File: src/rtl/bin_to_dec_7seg_seq.sv
// bin_to_dec_7seg_seq
// Sequential binary-to-BCD converter (double dabble, one bit per clock)
// with registered BCD and seven-segment outputs. The segment outputs
// support optional leading-zero blanking and selectable polarity.
// A value is accepted over a valid/ready handshake. The result appears
// WIDTH edges after acceptance, together with a one-cycle out_valid pulse.

module bin_to_dec_7seg_seq #(
    parameter int WIDTH          = 8,
    parameter int DIGITS         = 3,
    parameter int BLANK_LEADING  = 1,
    parameter int SEG_ACTIVE_LOW = 0
) (
    input  logic                  clk,
    input  logic                  rst,
    input  logic [WIDTH-1:0]      bin,
    input  logic                  in_valid,
    output logic                  in_ready,
    output logic [4*DIGITS-1:0]   bcd,
    output logic [7*DIGITS-1:0]   seg,
    output logic                  out_valid
);

    // Shift register holds {BCD field, remaining binary bits}.
    localparam int SW = 4*DIGITS + WIDTH;
    localparam int CW = $clog2(WIDTH + 1);

    localparam logic [0:0] S_IDLE = 1'b0;
    localparam logic [0:0] S_CONV = 1'b1;

    // All segments dark, in the selected polarity.
    localparam logic [7*DIGITS-1:0] SEG_OFF =
        (SEG_ACTIVE_LOW != 0) ? {(7*DIGITS){1'b1}} : '0;

    localparam logic [WIDTH+3:0] TEN = (WIDTH+4)'(10);

    // Number of decimal digits needed for the largest WIDTH-bit value.
    function automatic int digits_needed();
        logic [WIDTH+3:0] v;
        int               n;
        v = {4'b0000, {WIDTH{1'b1}}};
        n = 0;
        for (int k = 0; k < WIDTH + 1; k++) begin
            if (v != '0) begin
                n++;
                v = v / TEN;
            end
        end
        return n;
    endfunction

    if (WIDTH < 1) begin : g_bad_width
        $error("bin_to_dec_7seg_seq: WIDTH must be at least 1");
    end

    if (DIGITS < digits_needed()) begin : g_bad_digits
        $error("bin_to_dec_7seg_seq: DIGITS too small for WIDTH");
    end

    // Active-high pattern {g,f,e,d,c,b,a} for one decimal digit.
    function automatic logic [6:0] seg_of(input logic [3:0] n);
        logic [6:0] p;
        case (n)
            4'd0:    p = 7'h3F;
            4'd1:    p = 7'h06;
            4'd2:    p = 7'h5B;
            4'd3:    p = 7'h4F;
            4'd4:    p = 7'h66;
            4'd5:    p = 7'h6D;
            4'd6:    p = 7'h7D;
            4'd7:    p = 7'h07;
            4'd8:    p = 7'h7F;
            4'd9:    p = 7'h6F;
            default: p = 7'h00;
        endcase
        return p;
    endfunction

    logic [0:0]          r_state;
    logic [SW-1:0]       r_shift;
    logic [CW-1:0]       r_cnt;
    logic [4*DIGITS-1:0] r_bcd;
    logic [7*DIGITS-1:0] r_seg;
    logic                r_out_valid;

    logic [SW-1:0]       w_adj;
    logic [SW-1:0]       w_next;
    logic [4*DIGITS-1:0] w_bcd;
    logic [7*DIGITS-1:0] w_seg;

    // One double-dabble step: add 3 to every nibble >= 5, then shift left.
    always_comb begin
        // NOTE: every variable gets a default before any conditional write, so no latch is inferred.
        w_adj = r_shift;
        for (int i = 0; i < DIGITS; i++) begin
            if (r_shift[WIDTH+4*i +: 4] >= 4'd5) begin
                w_adj[WIDTH+4*i +: 4] = r_shift[WIDTH+4*i +: 4] + 4'd3;
            end
        end
        w_next = {w_adj[SW-2:0], 1'b0};
        w_bcd  = w_next[WIDTH +: 4*DIGITS];
    end

    // Segment patterns for the post-step BCD field, with blanking and polarity.
    always_comb begin : seg_build
        logic       lead_zero;
        logic [3:0] dig;
        logic [6:0] pat;
        w_seg     = '0;
        lead_zero = 1'b1;
        dig       = '0;
        pat       = '0;
        for (int i = DIGITS - 1; i >= 0; i--) begin
            dig       = w_bcd[4*i +: 4];
            lead_zero = lead_zero && (dig == 4'd0);
            if ((BLANK_LEADING != 0) && (i > 0) && lead_zero) begin
                pat = 7'h00;
            end else begin
                pat = seg_of(dig);
            end
            w_seg[7*i +: 7] = (SEG_ACTIVE_LOW != 0) ? ~pat : pat;
        end
    end

    // Handshake, conversion sequencing and result registers.
    always_ff @(posedge clk) begin
        // NOTE: sequential state uses non-blocking assignments so every register samples pre-edge values.
        if (rst) begin
            r_state     <= S_IDLE;
            r_shift     <= '0;
            r_cnt       <= '0;
            r_bcd       <= '0;
            r_seg       <= SEG_OFF;
            r_out_valid <= 1'b0;
        end else begin
            r_out_valid <= 1'b0;
            case (r_state)
                S_IDLE: begin
                    if (in_valid) begin
                        r_shift <= {{(4*DIGITS){1'b0}}, bin};
                        r_cnt   <= CW'(WIDTH);
                        r_state <= S_CONV;
                    end
                end
                S_CONV: begin
                    r_shift <= w_next;
                    r_cnt   <= r_cnt - CW'(1);
                    if (r_cnt == CW'(1)) begin
                        r_bcd       <= w_bcd;
                        r_seg       <= w_seg;
                        r_out_valid <= 1'b1;
                        r_state     <= S_IDLE;
                    end
                end
                default: r_state <= S_IDLE;
            endcase
        end
    end

    assign in_ready  = (r_state == S_IDLE);
    assign bcd       = r_bcd;
    assign seg       = r_seg;
    assign out_valid = r_out_valid;

endmodule

File: config.mk
export PLATFORM = sky130hd
export DESIGN_NAME = bin_to_dec_7seg_seq
export DESIGN_NICKNAME = d
export VERILOG_FILES = /design/src/rtl/bin_to_dec_7seg_seq.sv
export SDC_FILE = /design/constraint.sdc
export NUM_CORES = 1
export LEC_CHECK = 0
export CAP_MARGIN = 20
export CORE_ASPECT_RATIO = 0.7
export CORE_MARGIN = 10
export CORE_UTILIZATION = 54
export CTS_CLUSTER_SIZE = 30
export DETAILED_ROUTE_END_ITERATION = 8
export PLACE_DENSITY = 0.8
export SYNTH_ARGS = -nofsm -noshare
export SYNTH_HDL_FRONTEND = slang
export SYNTH_SLANG_ARGS = --single-unit
File: constraint.sdc
create_clock -name clk -period 2.8 [get_ports clk]
set_clock_uncertainty 0.2 [all_clocks]
set_input_delay 0.56 -clock clk [delete_from_list [all_inputs] [get_ports clk]]
set_output_delay 0.56 -clock clk [all_outputs]
set_load 0.005 [all_outputs]
# Word-level counts from Yosys, hierarchy flattened
# Memories as Yosys holds them, arrays and structs flattened. A register that Yosys moved wholly into a read port is not among the register bits.
# Cells that the tools add are included.
# word_totals
n_memories,3
in_bits,11
ff_bits,59
romBits,336
elab_cells,37
# memory_table
name,words,word_bits,rd,rd_ports_with_merged_regs,write_ports,line,text
(no name shown),16,7,1,0,0,63,case (n)
(no name shown),16,7,1,0,0,63,
(no name shown),16,7,1,1,0,63,
# classes
reduce_logical,5
mux,13
add_sub_neg,4
magnitude_cmp,3
n_eq_ne,2
n_bitwise,1
# op_table
cell,count
$pmux W20 S2,1
$mux W20,1
$mux W7,2
$ge A4 B3 Y1 const B,3
$mux W4,3
$add A4 B2 Y4 const B,2
$logic_not A4 Y1,2
$pmux W4 S2,1
$eq A4 B1 Y1 const B,1
$sub A4 B1 Y4 const B,1
$add A3 B2 Y3 const B,1
$mux W1,3
$mux W3,1
$ne A2 B2 Y1 const B,1
$pmux W1 S2,1
$reduce_and A2 Y1,1
$reduce_or A2 Y1,1
$logic_and A1 B1 Y1,1
$not A1 Y1,1

# Logic depth before layout (Yosys ltp)
# depth
word_depth,5
depth_mapped,11

# Worst setup path before layout
# No wires, ideal clock.
# synth_timing
path_type,register -> register
start,register r_shift[8]
end,"register r_seg[6], in the netlist seg[6]"
stages_incl_launch_ff,11
period_less_slack_ns,2.434
setup_ns,0.117
arrival_ns,2.117
slack_ns,0.366
n_path_buf,1
cell_sequence,dfxtp_1 -> buf_2 -> inv_1 -> ha_1 -> nand2b_1 -> a21oi_2 -> xnor2_1 -> ha_1 -> a22oi_1 -> o22a_1 -> a32o_1
# synth_between
elab_chain_cells,2
# synth_lines
element,line,text
"start, declared",80,logic [SW-1:0] r_shift;
"start signal, assigned",140,"r_shift <= {{(4*DIGITS){1'b0}}, bin};"
"start signal, assigned",146,r_shift <= w_next;
$add A4 B2 Y4 / $ge A4 B3 Y1 (equally long branches),"97, 96",
$mux W4 *,96,if (r_shift[WIDTH+4*i +: 4] >= 4'd5) begin
"end, declared",83,logic [7*DIGITS-1:0] r_seg;
# Mark *: on every way between the ends. The rest lies on a longest branch, timed or not.
# A chain may end at the register's enable or synchronous reset.

# Final worst setup path
# layout_timing
start,register r_shift[8]
end,"register r_seg[13], in the netlist seg[13]"
# layout_between
elab_chain_cells,5
# layout_lines
element,line,text
$add A4 B2 Y4 / $ge A4 B3 Y1 (equally long branches),"97, 96",
$mux W4 *,96,
net w_adj[11],86,logic [SW-1:0] w_adj;
"parallel branches: the longest is 2 deep, another holds $mem_v2 Z16 W7",n/a,
$mux W7 *,116,if ((BLANK_LEADING != 0) && (i > 0) && lead_zero) begin
"end signal, assigned",150,r_seg <= w_seg;
# Mark *: on every way through the listed nets, which the timed path passes.

==> results.md <==
* Outcome: finished, final reports clean
* Average wire per standard cell at 15.4 microns
* Critical path class: register to register
* Final instance area at 3770 sq um
* Number of buffers created by CTS at 9
* # setup viols final at 0
* Critical Path RT at 2.88 ns
* Hpwl dp at 5460 microns
* Later-pin clock latency in the skew report at 0.34 ns
* Routed Antenna Nets at 0
* Vias in the first global route at 2,517
* Initial antenna violation count at 0
* NumNets Final at 446
* Worst hold-check path type: register to register
* Yosys warns at 0
* Delay-heaviest family, CP: compound AO/OA/AOI/OAI gates
* Clk root buf: clkbuf_8
* Die footprint at 9000 sq um
* Post-synthesis area per instance at 8.17 sq um
* Gate power share at 8.0%
* Most frequent cells in the layout: 59 x dfxtp_1, 56 x nor2_1, 45 x clkdlybuf4s50_1
* Syn nets at 396
* Total number of vias at 2,730
* P_leak at 0.00147 uW
* Cell Area, Synth at 3010 sq um
* Seq/Total Area, Yosys at 39.3%
* Synthesized instance count at 368
* Placeable Area at 5310 sq um
* Clk slew on worst S/H paths at 0.06 ns
* Min Tclk post-route at 2.61 ns
* Cell Pwr Density at 466 nW/um^2
* Final period util at 93.2%
* # IOs at 46
* CP Max Fanout at 10
* RSZ-0062 raised after global routing: false
* Buf+Inv Stages, Crit Path at 2
* Reg power frac at 50.0%
* Row count at 22
* Startpoint Class: register
* Total routed wirelength at 7620 microns
* Final Wtd Congestion at 0.877
* Sw Share at 24.4%
* Hold bufs inserted after CTS at 0
* Post-CTS Resized at 0
* DR iter-0 viols at 177
* Total negative slack at 0 ns
* Die Height at 82.4 microns
* Port bufs at 45
* Slew @ Worst Pin at 0.905 ns
* Initial DRT Pass Iterations at 4
* Number of synthesized flops with an enable pin at 0
* Initial Util at 56.6%
* Seq cells post-synth at 59
* Switch Pwr at 428 uW
* CTS tree: done
* CTS Sinks at 59
* CP max-delay cell: dfxtp_1
* GR Overflow Total at 0
* DRC viols at 0
* Layout cells sized above 1 at 10.4%
* Clock power frac at 41.9%
* CTS max path bufs at 2
* Max_slew headroom at 39.5%
* Distinct cells, synth at 50
* Pins Over Slew Limit at 0
* Largest net degree at the start of global routing at 34
* Postcts setup bufs at 0
* Area Overhead vs Synth at 25.3%
* Max IR drop VDD at 0.315 mV
* Slowest stage delay, CP at 0.40 ns
* DP Area at 3590 sq um
* Crit path cell chain: inv_1 -> ha_1 -> nand2b_1 -> nor2b_1 -> mux2i_2 -> inv_1 -> ha_1 -> o21ai_0 -> a21oi_1 -> o21ai_1
* Placement Setup Slack at 0.291 ns
* Highest Clock Rate at 0.383 GHz
* Crit path arrival time at 2.69 ns
* Filler Cell Count at 440
* Final WS setup at 0.192 ns
* Predominant post-synthesis flop cell: dfxtp_1
* Die width at 109 microns
* First-pass GRT wire length at 12,500 microns
* Setup crit end kind: register
* Core Util, Final at 71.0%
* H-Tree Depth at 3
* GRT Total Usage at 17.5%
* Drt via density at 5.53
* Int Pwr at 1330 uW
* Antenna Cells at 0
* Max Cap Viol at 0
* Commonest non-fill, non-tap cell in the layout: dfxtp_1
* Count of final hold-check violations at 0
* Ys async rst share at 0%
==> tightest hold or removal path: stages (launching register included) <==
cell     delay, ns
dfxtp_1       0.31
nand2_1       0.05
o21ai_1       0.05
==> power by group through the flow <==
stage          combinational, uW  sequential (uW)  clock (uW)
4_1_cts                      142              878         753
5_1_grt                      158              881         793
3_5_place_dp                 141              897           0
6_report                     141              878         736
3_3_place_gp                 137              896           0
2_1_floorplan               90.1              889           0
==> registers in the layout, indices dropped and copies added, names as in the netlist <==
name,cells
bcd,12
seg,21
r_state,1
r_cnt,4
r_shift,20
out_valid,1
==> cell usage after synthesis, types with 2 or more instances <==
cell,n,area (sq um)
o211ai_1,4,30.0
mux2_2,2,22.5
mux2i_1,14,140
clkbuf_1,11,41.3
xnor2_1,2,17.5
a22o_1,3,26.3
buf_2,3,15.0
buf_1,6,22.5
o21a_1,2,15.0
nor3_1,14,70.1
nor2b_1,3,18.8
nor3b_1,7,52.6
nand2b_1,6,37.5
ha_1,17,213
o21ai_0,17,85.1
nor2_1,56,210
o21ai_1,7,35.0
a22oi_1,3,22.5
a21o_1,2,15.0
a21oi_1,37,185
a221oi_1,2,17.5
nand3_1,2,10.0
inv_1,13,48.8
a211oi_1,6,45.0
a32o_1,2,20.0
dfxtp_1,59,1180
nand2_1,43,161
mux2i_2,3,41.3
==> metal layers <==
layer  routed length, microns  track usage [%]  vias up
met4                       94             4.92        0
met5                        0                0        -
met2                     3370             27.5       90
li1                         -                -     1375
met3                      621             5.57       12
met1                     3540             22.8     1253
==> cell families after synthesis <==
kind of cell / share of synthesized area, %
flip-flops: 39.3
buffers and inverters: 4.53
multiplexers: 7.65
AO/OA/AOI/OAI: 20.3
XOR/XNOR: 1.12
adder cells (fa/ha/maj): 7.07
AND/OR/NAND/NOR: 20.1
==> metrics by stage <==
step / total power [uW] / hold slack (ns) / std cells
after floorplan: 979 / 0.243 / 368
after global placement: 1030 / 0.237 / 479
after detailed placement: 1040 / 0.245 / 479
after CTS: 1770 / 0.253 / 494
after global routing: 1830 / 0.276 / 494
final: 1760 / 0.247 / 494
==> worst paths after layout <==
check	from	end	slack, ns	cells after the start
worst max-delay path	r_shift[8]	seg[13]	0.19	10
worst min-delay path	seg[9]	seg[9]	0.25	2
worst max register to register	r_shift[8]	seg[13]	0.19	10
worst min register to register	seg[9]	seg[9]	0.25	2
==> area by class of cell <==
cell class / instances / area, sq um / area share (%)
clock buffers: 10 / 128 / 3.39
clock inverters: 5 / 55.1 / 1.46
inverters: 15 / 57.6 / 1.53
multi-input cells: 274 / 1690 / 44.8
flip-flops and latches: 59 / 1180 / 31.3
well taps: 72 / 90.1 / 2.39
repair buffers: 59 / 568 / 15.1
(Power assumes the default switching activity.)
==> RTL edit (config.mk and constraints unchanged) <==
Register the output `seg` once more, with the module's reset; this adds one clock of latency there. The other outputs are not delayed to match.
--- a/src/rtl/bin_to_dec_7seg_seq.sv
+++ b/src/rtl/bin_to_dec_7seg_seq.sv
@@ -159,7 +159,13 @@
 
     assign in_ready  = (r_state == S_IDLE);
     assign bcd       = r_bcd;
-    assign seg       = r_seg;
+    always_ff @(posedge clk) begin
+        if (rst) begin
+            seg <= '0;
+        end else begin
+            seg <= r_seg;
+        end
+    end
     assign out_valid = r_out_valid;
 
 endmodule
Function: changed (a bounded check fails within 10 cycles, from zero or initial values and one cycle with rst high).
==> RTL edit against the original RTL <==
  * Worst setup slack better by 49 ps
  * Area after synthesis increased by 18%
  * Synthesized cell count grew 9.5%
  * Design area rose by 14%
  * Total power grew 21%
  * Sequential power up 34%
  * Routed wire length up 4.2%
  * Sequential cell count is 21 higher
  * Highest routed layer unchanged
  * Hold slack gained 7.6 ps
  * Via count increased by 7.6%
==> RTL edit: results (changes against the original RTL) <==
outcome:
  status: "finished clean"  # unchanged
global_route:
  grt_pass1_wl_um: 13300  # was 12500 um
  grt_antenna_before_repair: 0  # unchanged
  grt_start_max_net_pins: 65  # was 34
  grt_usage: 0.160  # was 0.175
  grt_pass1_vias: 2796  # was 2517
clocking:
  cts-root-buf: "clkbuf_8"  # unchanged
  cts_setup_buffers: 0  # unchanged
  h-tree-depth: 3  # unchanged
  clk_latency_ps: 360  # was 340 ps
  cts_made_buffers: 9  # unchanged
  clkTransAtPathRegs_ps: 90  # was 60 ps
  cts_resized: 0  # unchanged
  cts.path.max_buffers: 2  # unchanged
routing:
  dr_wl_met2_um: 3210  # was 3370 um
  first_iter_violations: 172  # was 177
  wirelength_um: 7940  # was 7620 um
  vias_per_cell: 5.56  # was 5.53
  dr.pass1.iters: 4  # unchanged
  wl_met1_um: 3950  # was 3540 um
  highest_layer: "met4"  # unchanged
  drc: 0  # unchanged
  dr_wl_met3_um: 666  # was 621 um
min_path:
  hold_class: "flip-flop to flip-flop"  # unchanged
cells_and_area:
  fin_nets: 473  # was 446
  final.fill_count: 502  # was 440
  final_layout_size_suffix_gt1_frac: 0.0933  # was 0.104
  reg_top3: "r_seg x21, seg x21, r_shift x20"
  n_antenna_cell: 0  # unchanged
placement:
  routabilityCongestion: 0.884  # was 0.877
  portBuffers: 45  # unchanged
  dp_hpwl_um: 5650  # was 5460 um
power:
  peakVddDrop_v: 0.000316  # was 0.000315 V
  leakagePower_nw: 1.66  # was 1.47 nW
synthesis:
  ys_seq_area_frac: 0.450  # was 0.393
  synthFlopType: "dfxtp_1"  # unchanged
  synth_cell_types: 49  # was 50
  synth.area.top_cells: "dfxtp_1, nor2_1, ha_1"  # was dfxtp_1, ha_1, nor2_1
  yosysWarnings: 0  # unchanged
  syn-num-nets: 431  # was 396
  synth_common_cells: "dfxtp_1, nor2_1, a21oi_1"  # was dfxtp_1, nor2_1, nand2_1
  ys_async_sr_fraction: 0  # unchanged
timing:
  relSlewSlack: 0.546  # was 0.395
worst_setup_path:
  crit_slowest_cell: "xnor2_1"  # was dfxtp_1
  path_max_fanout: 6  # was 10
  cpPeakStageDelay_ps: 480  # was 400 ps
  crit_arrival_ps: 2640  # was 2690 ps
==> RTL edit: changes by cell type in the layout (fill, tap and decap cells not counted), sizes merged, moves of 4 or more <==
cell and change:
o2bb2ai +9, o21ai -6, buf -5, nor2b +20, nand2 -14, dfxtp +21, inv +5, o211ai -4
mux2i -4
==> RTL edit: worst paths after layout <==
path          endpoint  cells past startpoint  slack (ps)   startpoint
max          r_seg[18]                      9         240  r_shift[16]
min             bcd[1]                      2         260       bcd[1]
max reg2reg  r_seg[18]                      9         240  r_shift[16]
min reg2reg     bcd[1]                      2         260       bcd[1]
==> RTL edit: worst max-delay path: cells and delay by family, from the launching register on <==
| kind | cells | cell delay, ps |
|---|---|---|
| AOI/OAI and AO/OA | 2 | 340 |
| xor gates and xnor gates | 1 | 480 |
| adders and majority gates | 2 | 500 |
| buffers and inverters | 1 | 120 |
| DFF | 1 | 400 |
| muxes | 1 | 270 |
| and+or+nand+nor | 2 | 180 |
==> RTL edit: through the flow <==
stage	utilization	cells	hold WS, ps	setup WS, ps	area (um^2)
2_1_floorplan	-	403	232	548	3560
3_3_place_gp	0.649	512	247	412	4090
3_5_place_dp	0.649	512	245	253	4090
4_1_cts	0.679	528	257	241	4280
5_1_grt	0.679	528	279	36.0	4280
6_report	0.679	528	255	240	4280
==> RTL edit: power by group <==
group          total [mW]  leakage, nW  internal, mW  switching [mW]
sequential           1.18        0.647          1.16          0.0182
combinational       0.141        0.928        0.0644          0.0767
clock               0.805       0.0875         0.358           0.447
==> RTL edit: layout make-up <==
class,instances,area share
Clock buffer,10,0.0321
Clock inverter,6,0.0120
Inverter,16,0.0140
Multi-Input combinational cell,285,0.424
Sequential cell,80,0.374
Tap cell,78,0.0228
Timing Repair Buffer,53,0.121
==> RTL edit: cells by family (layout without fill, tap and decap cells) <==
family | count (synthesis) | after routing | share of synthesized area
multiplexers | 17 | 17 | 0.0569
buffers and inverters | 38 | 85 | 0.0407
adder cells (fa/ha/maj) | 17 | 17 | 0.0597
flip-flops | 80 | 80 | 0.450
AO/OA/AOI/OAI | 96 | 96 | 0.178
XOR/XNOR | 4 | 4 | 0.0119
AND/OR/NAND/NOR | 151 | 151 | 0.203
==> RTL edit: routing by layer <==
metal,vias up,track usage
met5,-,0
met2,103,0.244
met3,13,0.0519
met1,1354,0.210
li1,1467,-
met4,0,0.0537
